## config.mk

```make
export PLATFORM = sky130hd
export DESIGN_NAME = mem_port_arbiter
export DESIGN_NICKNAME = d
export VERILOG_FILES = /design/src/rtl/cpu_pkg.sv /design/src/rtl/arb_watchdog.sv /design/src/rtl/mem_port_arbiter.sv
export SDC_FILE = /design/constraint.sdc
export NUM_CORES = 1
export LEC_CHECK = 0
export CAP_MARGIN = 0
export CORE_MARGIN = 2
export CORE_UTILIZATION = 42
export CTS_CLUSTER_DIAMETER = 80
export DETAILED_ROUTE_END_ITERATION = 6
export PLACE_DENSITY_LB_ADDON = 0.08
export SLEW_MARGIN = 20
export SYNTH_ARGS = -nofsm -noshare
export SYNTH_HDL_FRONTEND = slang
export SYNTH_SLANG_ARGS = --single-unit
```

## constraint.sdc

```tcl
create_clock -name clk_i -period 5.55 [get_ports clk_i]
set_clock_uncertainty 0.2 [all_clocks]
set_input_delay 1.11 -clock clk_i [delete_from_list [all_inputs] [get_ports clk_i]]
set_output_delay 1.11 -clock clk_i [all_outputs]
set_load 0.01 [all_outputs]
```

## src/rtl/cpu_pkg.sv

```systemverilog
// ---------------------------------------------------------------------------
// cpu_pkg
// Shared definitions for the memory-port arbiter: arbiter state encoding,
// default parameter values and the requester identifiers.
// ---------------------------------------------------------------------------
package cpu_pkg;

  typedef enum logic [1:0] {
    ARB_IDLE   = 2'd0,
    ARB_BUSY_I = 2'd1,
    ARB_BUSY_D = 2'd2
  } arb_state_e;

  localparam int unsigned STREAK_MAX_DEFAULT = 32'd4;
  localparam int unsigned TIMEOUT_DEFAULT    = 32'd64;
  localparam int unsigned AW_DEFAULT         = 32'd32;
  localparam int unsigned DW_DEFAULT         = 32'd32;

  localparam logic REQ_IF = 1'b0;
  localparam logic REQ_D  = 1'b1;

endpackage

```

## src/rtl/arb_watchdog.sv

```systemverilog
// ---------------------------------------------------------------------------
// arb_watchdog
// Loadable down-counter guarding one backend transfer. While clear_i is high
// the counter is loaded with TIMEOUT-1; while en_i is high it counts down and
// expire_o flags the cycle in which it sits at zero (TIMEOUT-1 cycles after
// the first enabled cycle).
//   clk_i, rst_i : clock, asynchronous active-high reset
//   clear_i      : reload the counter (arbiter idle)
//   en_i         : count (transfer in flight)
//   expire_o     : counter exhausted in an enabled cycle
// ---------------------------------------------------------------------------
module arb_watchdog
  import cpu_pkg::*;
#(
  parameter int unsigned TIMEOUT = TIMEOUT_DEFAULT
) (
  input  logic clk_i,
  input  logic rst_i,
  input  logic clear_i,
  input  logic en_i,
  output logic expire_o
);

  localparam int unsigned   CW   = (TIMEOUT > 1) ? $clog2(TIMEOUT) : 1;
  localparam logic [CW-1:0] LOAD = CW'(TIMEOUT - 1);
  localparam logic [CW-1:0] ZERO = {CW{1'b0}};

  logic [CW-1:0] count_q;

  // Reload on clear, count down while enabled, hold at zero.
  always_ff @(posedge clk_i or posedge rst_i) begin
    if (rst_i) begin
      count_q <= ZERO;
    end else if (clear_i) begin
      count_q <= LOAD;
    end else if (en_i && (count_q != ZERO)) begin
      count_q <= count_q - CW'(1'b1);
    end
  end

  assign expire_o = en_i & ~clear_i & (count_q == ZERO);

endmodule

```

## src/rtl/mem_port_arbiter.sv

```systemverilog
// ---------------------------------------------------------------------------
// mem_port_arbiter
// Shares one variable-latency memory port between instruction fetch (IF) and
// the data stage (D). Data wins ties unless it has already been granted
// STREAK_MAX times in a row while IF was waiting. Each transfer raises
// mem_req_o until mem_ack_i (or a watchdog abort), then pulses the winner's
// done output for one cycle together with the registered read data.
//   if_req_i/if_addr_i                   : fetch request (held until if_done_o)
//   if_done_o/if_data_o                  : fetch completion pulse / data
//   d_req_i/d_we_i/d_addr_i/d_wdata_i    : data request (held until d_done_o)
//   d_done_o/d_rdata_o                   : data completion pulse / load data
//   mem_req_o/mem_we_o/mem_addr_o/
//   mem_wdata_o/mem_ack_i/mem_rdata_i    : backend handshake
//   stall_o                              : some request still outstanding
//   err_o                                : pulse with done on watchdog abort
// ---------------------------------------------------------------------------
module mem_port_arbiter
  import cpu_pkg::*;
#(
  parameter int unsigned STREAK_MAX = STREAK_MAX_DEFAULT,
  parameter int unsigned TIMEOUT    = TIMEOUT_DEFAULT,
  parameter int unsigned AW         = AW_DEFAULT,
  parameter int unsigned DW         = DW_DEFAULT
) (
  input  logic          clk_i,
  input  logic          rst_i,
  input  logic          if_req_i,
  input  logic [AW-1:0] if_addr_i,
  output logic          if_done_o,
  output logic [DW-1:0] if_data_o,
  input  logic          d_req_i,
  input  logic          d_we_i,
  input  logic [AW-1:0] d_addr_i,
  input  logic [DW-1:0] d_wdata_i,
  output logic          d_done_o,
  output logic [DW-1:0] d_rdata_o,
  output logic          mem_req_o,
  output logic          mem_we_o,
  output logic [AW-1:0] mem_addr_o,
  output logic [DW-1:0] mem_wdata_o,
  input  logic          mem_ack_i,
  input  logic [DW-1:0] mem_rdata_i,
  output logic          stall_o,
  output logic          err_o
);

  localparam int unsigned   SW         = $clog2(STREAK_MAX + 1);
  localparam logic [SW-1:0] STREAK_TOP = SW'(STREAK_MAX);
  localparam logic [SW-1:0] STREAK_0   = {SW{1'b0}};

  arb_state_e    state_q;
  logic [SW-1:0] streak_q;
  logic          if_done_q, d_done_q, err_q, mem_req_q, mem_we_q;
  logic [DW-1:0] if_data_q, d_rdata_q, mem_wdata_q;
  logic [AW-1:0] mem_addr_q;

  logic if_elig, d_elig, at_top, grant, grant_id, wd_clear, wd_en, wd_expire;

  // Eligibility masks the stale request still present in the done cycle.
  always_comb begin
    if_elig  = if_req_i & ~if_done_q;
    d_elig   = d_req_i & ~d_done_q;
    at_top   = (streak_q == STREAK_TOP);
    grant    = 1'b0;
    grant_id = REQ_IF;
    if (state_q == ARB_IDLE) begin
      if (d_elig && !(if_elig && at_top)) begin
        grant    = 1'b1;
        grant_id = REQ_D;
      end else if (if_elig) begin
        grant    = 1'b1;
        grant_id = REQ_IF;
      end else begin
        grant    = 1'b0;
        grant_id = REQ_IF;
      end
    end else begin
      grant    = 1'b0;
      grant_id = REQ_IF;
    end
  end

  assign wd_clear = (state_q == ARB_IDLE);
  assign wd_en    = ~wd_clear;

  arb_watchdog #(.TIMEOUT(TIMEOUT)) u_watchdog (
    .clk_i    (clk_i),
    .rst_i    (rst_i),
    .clear_i  (wd_clear),
    .en_i     (wd_en),
    .expire_o (wd_expire)
  );

  // Arbiter FSM with all outputs registered.
  always_ff @(posedge clk_i or posedge rst_i) begin
    if (rst_i) begin
      state_q     <= ARB_IDLE;
      streak_q    <= STREAK_0;
      if_done_q   <= 1'b0;
      d_done_q    <= 1'b0;
      err_q       <= 1'b0;
      mem_req_q   <= 1'b0;
      mem_we_q    <= 1'b0;
      mem_addr_q  <= {AW{1'b0}};
      mem_wdata_q <= {DW{1'b0}};
      if_data_q   <= {DW{1'b0}};
      d_rdata_q   <= {DW{1'b0}};
    end else begin
      if_done_q <= 1'b0;
      d_done_q  <= 1'b0;
      err_q     <= 1'b0;
      case (state_q)
        ARB_IDLE: begin
          if (grant) begin
            mem_req_q <= 1'b1;
            if (grant_id == REQ_D) begin
              state_q     <= ARB_BUSY_D;
              mem_we_q    <= d_we_i;
              mem_addr_q  <= d_addr_i;
              mem_wdata_q <= d_wdata_i;
              // Only grants that pass over a waiting fetch extend the streak.
              if (!if_elig) begin
                streak_q <= STREAK_0;
              end else if (!at_top) begin
                streak_q <= streak_q + SW'(1'b1);
              end
            end else begin
              state_q     <= ARB_BUSY_I;
              mem_we_q    <= 1'b0;
              mem_addr_q  <= if_addr_i;
              mem_wdata_q <= {DW{1'b0}};
              streak_q    <= STREAK_0;
            end
          end
        end
        ARB_BUSY_I, ARB_BUSY_D: begin
          // An ack in the expiry cycle still completes normally.
          if (mem_ack_i || wd_expire) begin
            mem_req_q <= 1'b0;
            state_q   <= ARB_IDLE;
            err_q     <= ~mem_ack_i;
            if (state_q == ARB_BUSY_I) begin
              if_done_q <= 1'b1;
              if_data_q <= mem_ack_i ? mem_rdata_i : {DW{1'b0}};
            end else begin
              d_done_q <= 1'b1;
              if (!mem_ack_i) begin
                d_rdata_q <= {DW{1'b0}};
              end else if (!mem_we_q) begin
                d_rdata_q <= mem_rdata_i;
              end
            end
          end
        end
        default: begin
          state_q   <= ARB_IDLE;
          mem_req_q <= 1'b0;
        end
      endcase
    end
  end

  assign if_done_o   = if_done_q;
  assign if_data_o   = if_data_q;
  assign d_done_o    = d_done_q;
  assign d_rdata_o   = d_rdata_q;
  assign err_o       = err_q;
  assign mem_req_o   = mem_req_q;
  assign mem_we_o    = mem_we_q;
  assign mem_addr_o  = mem_addr_q;
  assign mem_wdata_o = mem_wdata_q;
  assign stall_o     = if_elig | d_elig;

endmodule
```

==> results of run 1 <==
-- cell type report --
| type | instances | area, sq um |
|---|---|---|
| inverters | 11 | 48.80 |
| clock inverters | 5 | 75.07 |
| fillers | 1056 | 4581 |
| multi-input cells | 319 | 2202 |
| clock buffers | 27 | 513.0 |
| well taps | 180 | 225.2 |
| repair buffers | 276 | 2740 |
| flip-flops and latches | 144 | 3603 |
-- per-layer routing --
metal  vias up  GRT usage (%)  wire length (um)
met5         -              0                 0
met4         0          8.287               300
met3        24          7.601              1441
met2       189          38.39              8518
met1      2598          28.28              7146
li1       2402              -                 -
-- worst max-delay path by stage --
stage | start | end | slack, ps | depth (start not counted)
after floorplan | rst_i | d_done_o | 370 | 1
after global placement | d_req_i | stall_o | 1460 | 4
after detailed placement | d_req_i | stall_o | 1430 | 4
after CTS | d_req_i | stall_o | 1440 | 4
after global routing | d_req_i | stall_o | 1360 | 4
final | d_req_i | stall_o | 1410 | 4
-- worst max-delay path, delay by kind of cell --
kind,cells,cell delay (ps)
buffers and inverters,2,1010
AND/OR/NAND/NOR,2,710
-- cells by family after synthesis --
logic type / after synthesis / share of synthesized area, %
compound gates: 214 / 27.42
flops: 144 / 59.55
simple gates: 97 / 7.093
buf+inv: 56 / 4.404
fa+ha+maj: 5 / 1.034
mux: 2 / 0.3515
xor+xnor: 1 / 0.1448
-- state kept, by name, indices dropped and copies added, names as in the netlist --
register	flops
if_data_o	32
mem_we_o	1
mem_req_o	1
mem_wdata_o	32
streak_q	3
state_q	2
u_watchdog.count_q	6
d_done_o	1
mem_addr_o	32
if_done_o	1
d_rdata_o	32
err_o	1
-- stage by stage --
step           hold slack, ps  worst slack [ps]
6_report                301.4              1411
2_1_floorplan           261.7             373.7
3_5_place_dp            292.7              1426
3_3_place_gp            286.0              1458
4_1_cts                 307.2              1441
5_1_grt                 317.8              1360
-- power breakdown --
group	switching [W]	internal (W)	total (W)
Combinational	0.00114	0.00145	0.00259
Clock	0.000413	0.000720	0.00113
Sequential	0.000298	0.00153	0.00183
-- cells in the final DEF (no fill, tap or decap), types with 2 or more instances in the layout --
cell type,count
inv_1,10
or2_2,4
clkinv_2,3
nand2b_1,2
clkdlybuf4s50_1,267
nor2b_1,2
a21oi_1,69
a22o_2,49
a22o_1,82
clkbuf_16,17
o31ai_1,2
nor3_1,3
dfrtp_1,144
clkbuf_1,5
bufinv_16,2
nand2_1,39
o21ai_0,3
nor2_1,36
o21ai_2,2
ha_1,5
buf_4,9
clkbuf_8,5
==> metrics.yaml, run 1 <==
logic_synthesis:
  synth_edf_count: 0
  synth_warnings: 0
  synth_top_area_cell: "dfrtp_1"
  syn-mean-instance-area_sq_um: 11.66
  synth_cells: 519
  synth_area_leaders: "dfrtp_1 60%, a22o_1 12%, a22o_2 8.1%"
  synth_seq_area_share_pct: 59.55
  yosysUniqueCellTypes: 36
  synthTopCellsByCount: "144 x dfrtp_1, 82 x a22o_1, 69 x a21oi_1, 49 x a22o_2, 40 x nand2_1"
  syn_nets: 658
  yosysMostFrequentCell: "dfrtp_1"
  synth_top_area_share_pct: 59.55
  async_flop_share_pct: 100.0
  ys.flop_type: "dfrtp_1"
  syn_area_sq_um: 6051
  synth_seq_cells: 144
clocking:
  cts.path.max_buffers: 2
  clk_pin_slew_ps: 60
  ctsResizeCount: 0
  cts_sinks: 144
  post_cts_buffers: 0
  cts-root-buf: "clkbuf_16"
  cts_tree: "built"
  hold_buffers: 0
  clock_latency_ps: 420
  cts_inserted_buffers: 17
  htreeDepth: 4
setup_path:
  r2r-start: "u_watchdog.count_q[0]"
  start_kind: "input pin"
  r2r_slack_ps: 3030
  crit_slowest_cell: "clkdlybuf4s50_1"
  slowest_delay_ps: 560
  r2r_end: "if_data_o[25]"
  cp.required_ps: 4240
  path_common_cell: "clkdlybuf4s50_1"
  cp-end-kind: "primary output"
  crit_fanout: 8
  crit_type: "in -> out"
  crit_chain: "clkdlybuf4s50_1, nor2b_1, or2_2, clkdlybuf4s50_1"
  cp.arrival_ps: 2830
  ff2ff_path_depth: 7
drt:
  ant_nets: 0
  viasPerCell: 5.419
  drt-total-wl_mm: 17.41
  drt_iter0_markers: 249
  vias: 5213
  drc: 0
  wl_per_cell_um: 18.09
  firstDrtPassIters: 5
timing:
  finalHoldViolations: 0
  post-route-period-util_pct: 74.58
  slew_headroom_pct: 47.98
  setup_viol: 0
  fin_tns_setup_ps: 0
  rsz0062_at_grt: "no"
  min_period_ps: 4139
  maxSlewViolCount: 0
  worst_pin_slew_ps: 780.3
  max_clock_freq_mhz: 241.6
place:
  port-buffer-count: 267
  gp_congestion: 0.7522
  post-place-cells: 930
  place_area_sq_um: 8813
  dp_hpwl_mm: 11.88
run:
  drv_cap: 0
floorplan:
  initial_core_util_pct: 43.26
  chipHeight_um: 124.0
  core-area_sq_um: 13990
  rows: 43
  die_w_um: 124.0
  die_area_sq_um: 15380
  io_pins: 268
cells_and_area:
  n_antenna_cell: 0
  area_growth_pct: 55.48
  instances_no_fill: 962
  nNetsFinal: 908
  drive_above_1_share_pct: 13.04
  design_area_sq_um: 9408
  fin_util_pct: 67.25
pwr:
  p_leak_nw: 4.045
  vdd_drop_max_mv: 0.2951
  power_w: 0.005546
  powerDensity_nw_per_um2: 589.5
global_route:
  grt_max_degree: 115
  grt.overflow.total: 0
  antenna_found_initial: 0
  grt_pass1_vias: 5359
  grt_usage_pct: 23.13
  grt_first_pass_wirelength_mm: 27.35
run_status:
  status: "completed"
worst_hold_path:
  min_to: "if_data_o[23]"
  min_from: "if_data_o[23]"
  hold_class: "reg -> reg"
  hold_depth: 1
No activity file was read; power rests on OpenSTA's default activity.
==> run 2: changes to the inputs <==
Clock period 5.55 ns to 4.2 ns, I/O delays scaled along.
==> run 2 against run 1 <==
Final cell count increased by 0.62%. Die area unchanged. Combinational power increased by 33%. Power increased by 32%. Largest power group unchanged.
==> metrics.yaml, run 2 (synthesis gave the netlist of run 1 again) <==
run:
  drv_cap: 0
drt:
  viasPerCell: 5.332
  vias: 5161
  wl_met1_mm: 7.123
  met2_length_mm: 8.143
  topRoutingLayerUsed: "met4"
  drt-total-wl_mm: 16.98
  wl_per_cell_um: 17.54
  ant_nets: 0
  drt_iter0_markers: 308
  firstDrtPassIters: 4
  routed-wl-met3_mm: 1.375
  drc: 0
clocking:
  cts_sinks: 144
  clock_latency_ps: 420
  clk_pin_slew_ps: 60
  cts.path.max_buffers: 2
  post_cts_buffers: 0
  hold_buffers: 0
  htreeDepth: 4
  cts_tree: "built"
  cts-root-buf: "clkbuf_16"
  ctsResizeCount: 0
  cts_inserted_buffers: 17
global_route:
  grt_first_pass_wirelength_mm: 25.92
  grt_pass1_vias: 5061
  antenna_found_initial: 0
  grt.overflow.total: 0
  grt_usage_pct: 21.87
  grt_max_degree: 108
setup_path:
  cp.required_ps: 3160
  ff2ff_path_depth: 7
  crit_fanout: 8
  r2r_end: "if_data_o[20]"
  cp-end-kind: "primary output"
  r2r-start: "u_watchdog.count_q[0]"
  slowest_delay_ps: 520
  path_depth: 5
  r2r_slack_ps: 1710
  cp.arrival_ps: 2330
  start_kind: "input pin"
  crit_type: "in -> out"
  crit_slowest_cell: "clkdlybuf4s50_1"
  crit_chain: "clkdlybuf4s50_1, nor2b_1, buf_4, or2_2, clkdlybuf4s50_1"
  path_buf_inv: 3
  cpLargestDelayFamily: "buffers and inverters"
  path_common_cell: "clkdlybuf4s50_1"
timing:
  fin_tns_setup_ps: 0
  whs_ps: 306.0
  min_period_ps: 3372
  finalHoldViolations: 0
  setup_viol: 0
  max_clock_freq_mhz: 296.6
  fin_ws_ps: 828.0
  post-route-period-util_pct: 80.29
  worst_pin_slew_ps: 590.0
  slew_headroom_pct: 60.54
  maxSlewViolCount: 0
  rsz0062_at_grt: "no"
place:
  gp_congestion: 0.7371
  port-buffer-count: 267
  place_area_sq_um: 8881
  dp_hpwl_mm: 11.66
  dp_slack_ps: 818.6
floorplan:
  initial_core_util_pct: 43.26
  die_w_um: 124.0
  core-area_sq_um: 13990
  die_area_sq_um: 15380
  rows: 43
  io_pins: 268
  chipHeight_um: 124.0
pwr:
  powerDensity_nw_per_um2: 775.2
  power_frac_seq_pct: 33.0
  p_leak_nw: 4.060
  p_int_w: 0.004855
  switching_power_w: 0.002482
  pwr-share-clk_pct: 20.1
  p_comb_share_pct: 46.9
  switching_share_pct: 33.83
  vdd_drop_max_mv: 0.3774
cells_and_area:
  area_growth_pct: 56.41
  nNetsFinal: 914
  design_area_sq_um: 9464
  layout_common_cells: "267 x clkdlybuf4s50_1, 144 x dfrtp_1, 82 x a22o_1"
  multi_input_area_sq_um: 2197
  drive_above_1_share_pct: 13.83
  fill_cells: 1058
  n_antenna_cell: 0
  layout_commonest_cell: "clkdlybuf4s50_1"
  fin_util_pct: 67.66
  regArea_sq_um: 3603
worst_hold_path:
  hold_class: "reg -> reg"
  min_to: "mem_wdata_o[4]"
  min_from: "mem_wdata_o[4]"
  hold_depth: 1
run_status:
  status: "completed"
## run 2: cell types whose count changed in the layout (fill, tap and decap cells not counted)
| cell | delta |
|---|---|
| clkinvlp_4 | +5 |
| and2_2 | -1 |
| inv_8 | -1 |
| clkbuf_8 | -4 |
| and2_1 | +1 |
| o21a_2 | -1 |
| nand2_2 | -1 |
| buf_4 | +4 |
| nand2_1 | +1 |
| buf_12 | +2 |
| clkbuf_1 | -4 |
| clkinv_4 | +4 |
| o21a_1 | +1 |
## run 2: layout make-up
class                   instances  area share, %
clock buffers                  19          4.680
clock inverters                13          1.481
flip-flops and latches        144          38.08
well taps                     180          2.380
repair buffers                282          29.69
multi-input cells             319          23.22
inverters                      11         0.4759
## run 2: how the worst max path moves through the flow
stage,startpoint,end
floorplan,rst_i,d_done_o
global placement,d_req_i,stall_o
detailed placement,d_req_i,stall_o
CTS,d_req_i,stall_o
global route,d_req_i,stall_o
finish,d_req_i,stall_o
## run 2: layer usage
| layer | up-vias | global-route usage, % |
|---|---|---|
| met5 | - | 0 |
| met4 | 0 | 7.374 |
| met3 | 23 | 7.326 |
| met2 | 193 | 35.30 |
| met1 | 2534 | 27.75 |
| li1 | 2411 | - |
## run 2: per-stage QoR
stage	total power, W	std cells
after floorplan	0.004161	519
after global placement	0.005807	936
after detailed placement	0.005897	936
after CTS	0.007412	968
after global routing	0.007799	968
final	0.007336	968
## run 2: worst reg2reg max path, cell delays in order (launching register included)
cell and delay [ps]:
dfrtp_1 370, inv_1 90, ha_1 180, or3b_1 480, nor3_4 260, o21ai_2 200, buf_4 300, a22o_2 300
## run 2: power by group through the flow
stage / clock network, W / logic, W / registers [W]
final: 0.00147 / 0.00344 / 0.00242
after floorplan: 0 / 0.00151 / 0.00266
after detailed placement: 0 / 0.00347 / 0.00243
after global placement: 0 / 0.00340 / 0.00241
after CTS: 0.00151 / 0.00348 / 0.00242
after global routing: 0.00157 / 0.00373 / 0.00250
==> run 3: changes to the inputs <==
Clock period 4.2 ns to 3.3 ns, I/O delays scaled along.
==> run 3 against run 2 <==
Clock power rose by 30%. Final cell count rose by 0.10%. Worst hold slack got worse by 1.6 ps. Global-route usage rose by 0.60 points. Sequential share of layout area fell by 0.075 points. Core utilization rose by 0.13 points. Via count fell by 0.68%.
==> metrics.yaml, run 3 (synthesis gave the netlist of run 1 again) <==
run_status:
  status: "completed"
clocking:
  cts-root-buf: "clkbuf_16"
  post_cts_buffers: 0
  ctsResizeCount: 0
  hold_buffers: 0
  cts.path.max_buffers: 2
  cts_inserted_buffers: 17
  htreeDepth: 4
  clk_pin_slew_ps: 60
  cts_sinks: 144
  clock_latency_ps: 410
  cts_tree: "built"
drt:
  drt_iter0_markers: 257
  ant_nets: 0
  wl_per_cell_um: 17.64
  firstDrtPassIters: 4
  viasPerCell: 5.290
  vias: 5126
  drt-total-wl_mm: 17.09
  drc: 0
global_route:
  grt_pass1_vias: 5207
  grt_max_degree: 59
  grt.overflow.total: 0
  grt_usage_pct: 22.47
  grt_first_pass_wirelength_mm: 26.42
  antenna_found_initial: 0
pwr:
  powerDensity_nw_per_um2: 988.5
  p_leak_nw: 4.079
  power_w: 0.009374
  vdd_drop_max_mv: 0.5211
setup_path:
  crit_chain: "clkdlybuf4s50_1, nor2b_1, or2_2, clkdlybuf4s50_1"
  cp.required_ps: 2440
  r2r_end: "d_rdata_o[31]"
  start_kind: "input pin"
  r2r_slack_ps: 880
  cp-end-kind: "primary output"
  slowest_delay_ps: 560
  crit_slowest_cell: "clkdlybuf4s50_1"
  path_common_cell: "clkdlybuf4s50_1"
  crit_start: "d_req_i"
  r2r-start: "u_watchdog.count_q[0]"
  crit_type: "in -> out"
  crit_fanout: 2
  cp.arrival_ps: 2040
  ff2ff_path_depth: 7
place:
  port-buffer-count: 267
  dp_hpwl_mm: 11.85
  gp_congestion: 0.7663
  post-place-cells: 939
  dp_slack_ps: 382.4
floorplan:
  initial_core_util_pct: 43.26
  io_pins: 268
  die_w_um: 124.0
  die_area_sq_um: 15380
  chipHeight_um: 124.0
  rows: 43
  core-area_sq_um: 13990
timing:
  slew_headroom_pct: 33.13
  finalHoldViolations: 0
  post-route-period-util_pct: 87.94
  maxSlewViolCount: 0
  fin_ws_ps: 398.1
  setup_viol: 0
  min_period_ps: 2902
  max_clock_freq_mhz: 344.6
  worst_pin_slew_ps: 1003
  fin_tns_setup_ps: 0
  rsz0062_at_grt: "no"
run:
  drv_cap: 0
cells_and_area:
  layout_common_cells: "267 x clkdlybuf4s50_1, 144 x dfrtp_1, 82 x a22o_1"
  layout_commonest_cell: "clkdlybuf4s50_1"
  nNetsFinal: 917
  n_antenna_cell: 0
  instances_no_fill: 969
  area_growth_pct: 56.72
  drive_above_1_share_pct: 13.43
worst_hold_path:
  min_from: "mem_wdata_o[15]"
  hold_depth: 1
  hold_class: "reg -> reg"
  min_to: "mem_wdata_o[15]"
[run 3: how the worst max path moves through the flow]
stage,to,cells past startpoint,slack [ps]
6_report,stall_o,4,400
5_1_grt,stall_o,4,350
4_1_cts,stall_o,4,380
3_5_place_dp,stall_o,4,380
3_3_place_gp,stall_o,4,430
2_1_floorplan,d_done_o,1,630
[run 3: layout make-up]
cell class              count  area [sq um]
inverters                  11         45.04
multi-input cells         319          2197
fillers                  1048          4506
clock buffers              24         471.7
well taps                 180         225.2
clock inverters             6         107.6
repair buffers            285          2833
flip-flops and latches    144          3603
[run 3: stage by stage]
step	hold slack (ps)	util, %	cell area (sq um)
after global placement	287.9	63.65	8904
after CTS	307.0	67.79	9483
after global routing	319.2	67.79	9483
after detailed placement	291.2	63.65	8904
after floorplan	261.7	-	6055
final	304.4	67.79	9483
[run 3: per-layer routing]
metal / vias to the layer above / track usage, % / wire (um)
met5: - / 0 / 0
met4: 0 / 8.287 / 339
met3: 26 / 7.005 / 1286
met2: 191 / 35.65 / 8104
met1: 2494 / 29.07 / 7359
li1: 2415 / - / -
[run 3: worst max-delay path, delay by kind of cell]
kind | cells | cell delay, ps
buf+inv | 2 | 1020
simple gates | 2 | 350
[run 3: power breakdown]
part	internal (W)	total [W]	leakage (nW)	switching, W
Clock	0.00122	0.00191	0.280	0.000689
Sequential	0.00257	0.00307	1.75	0.000504
Combinational	0.00249	0.00439	2.05	0.00190
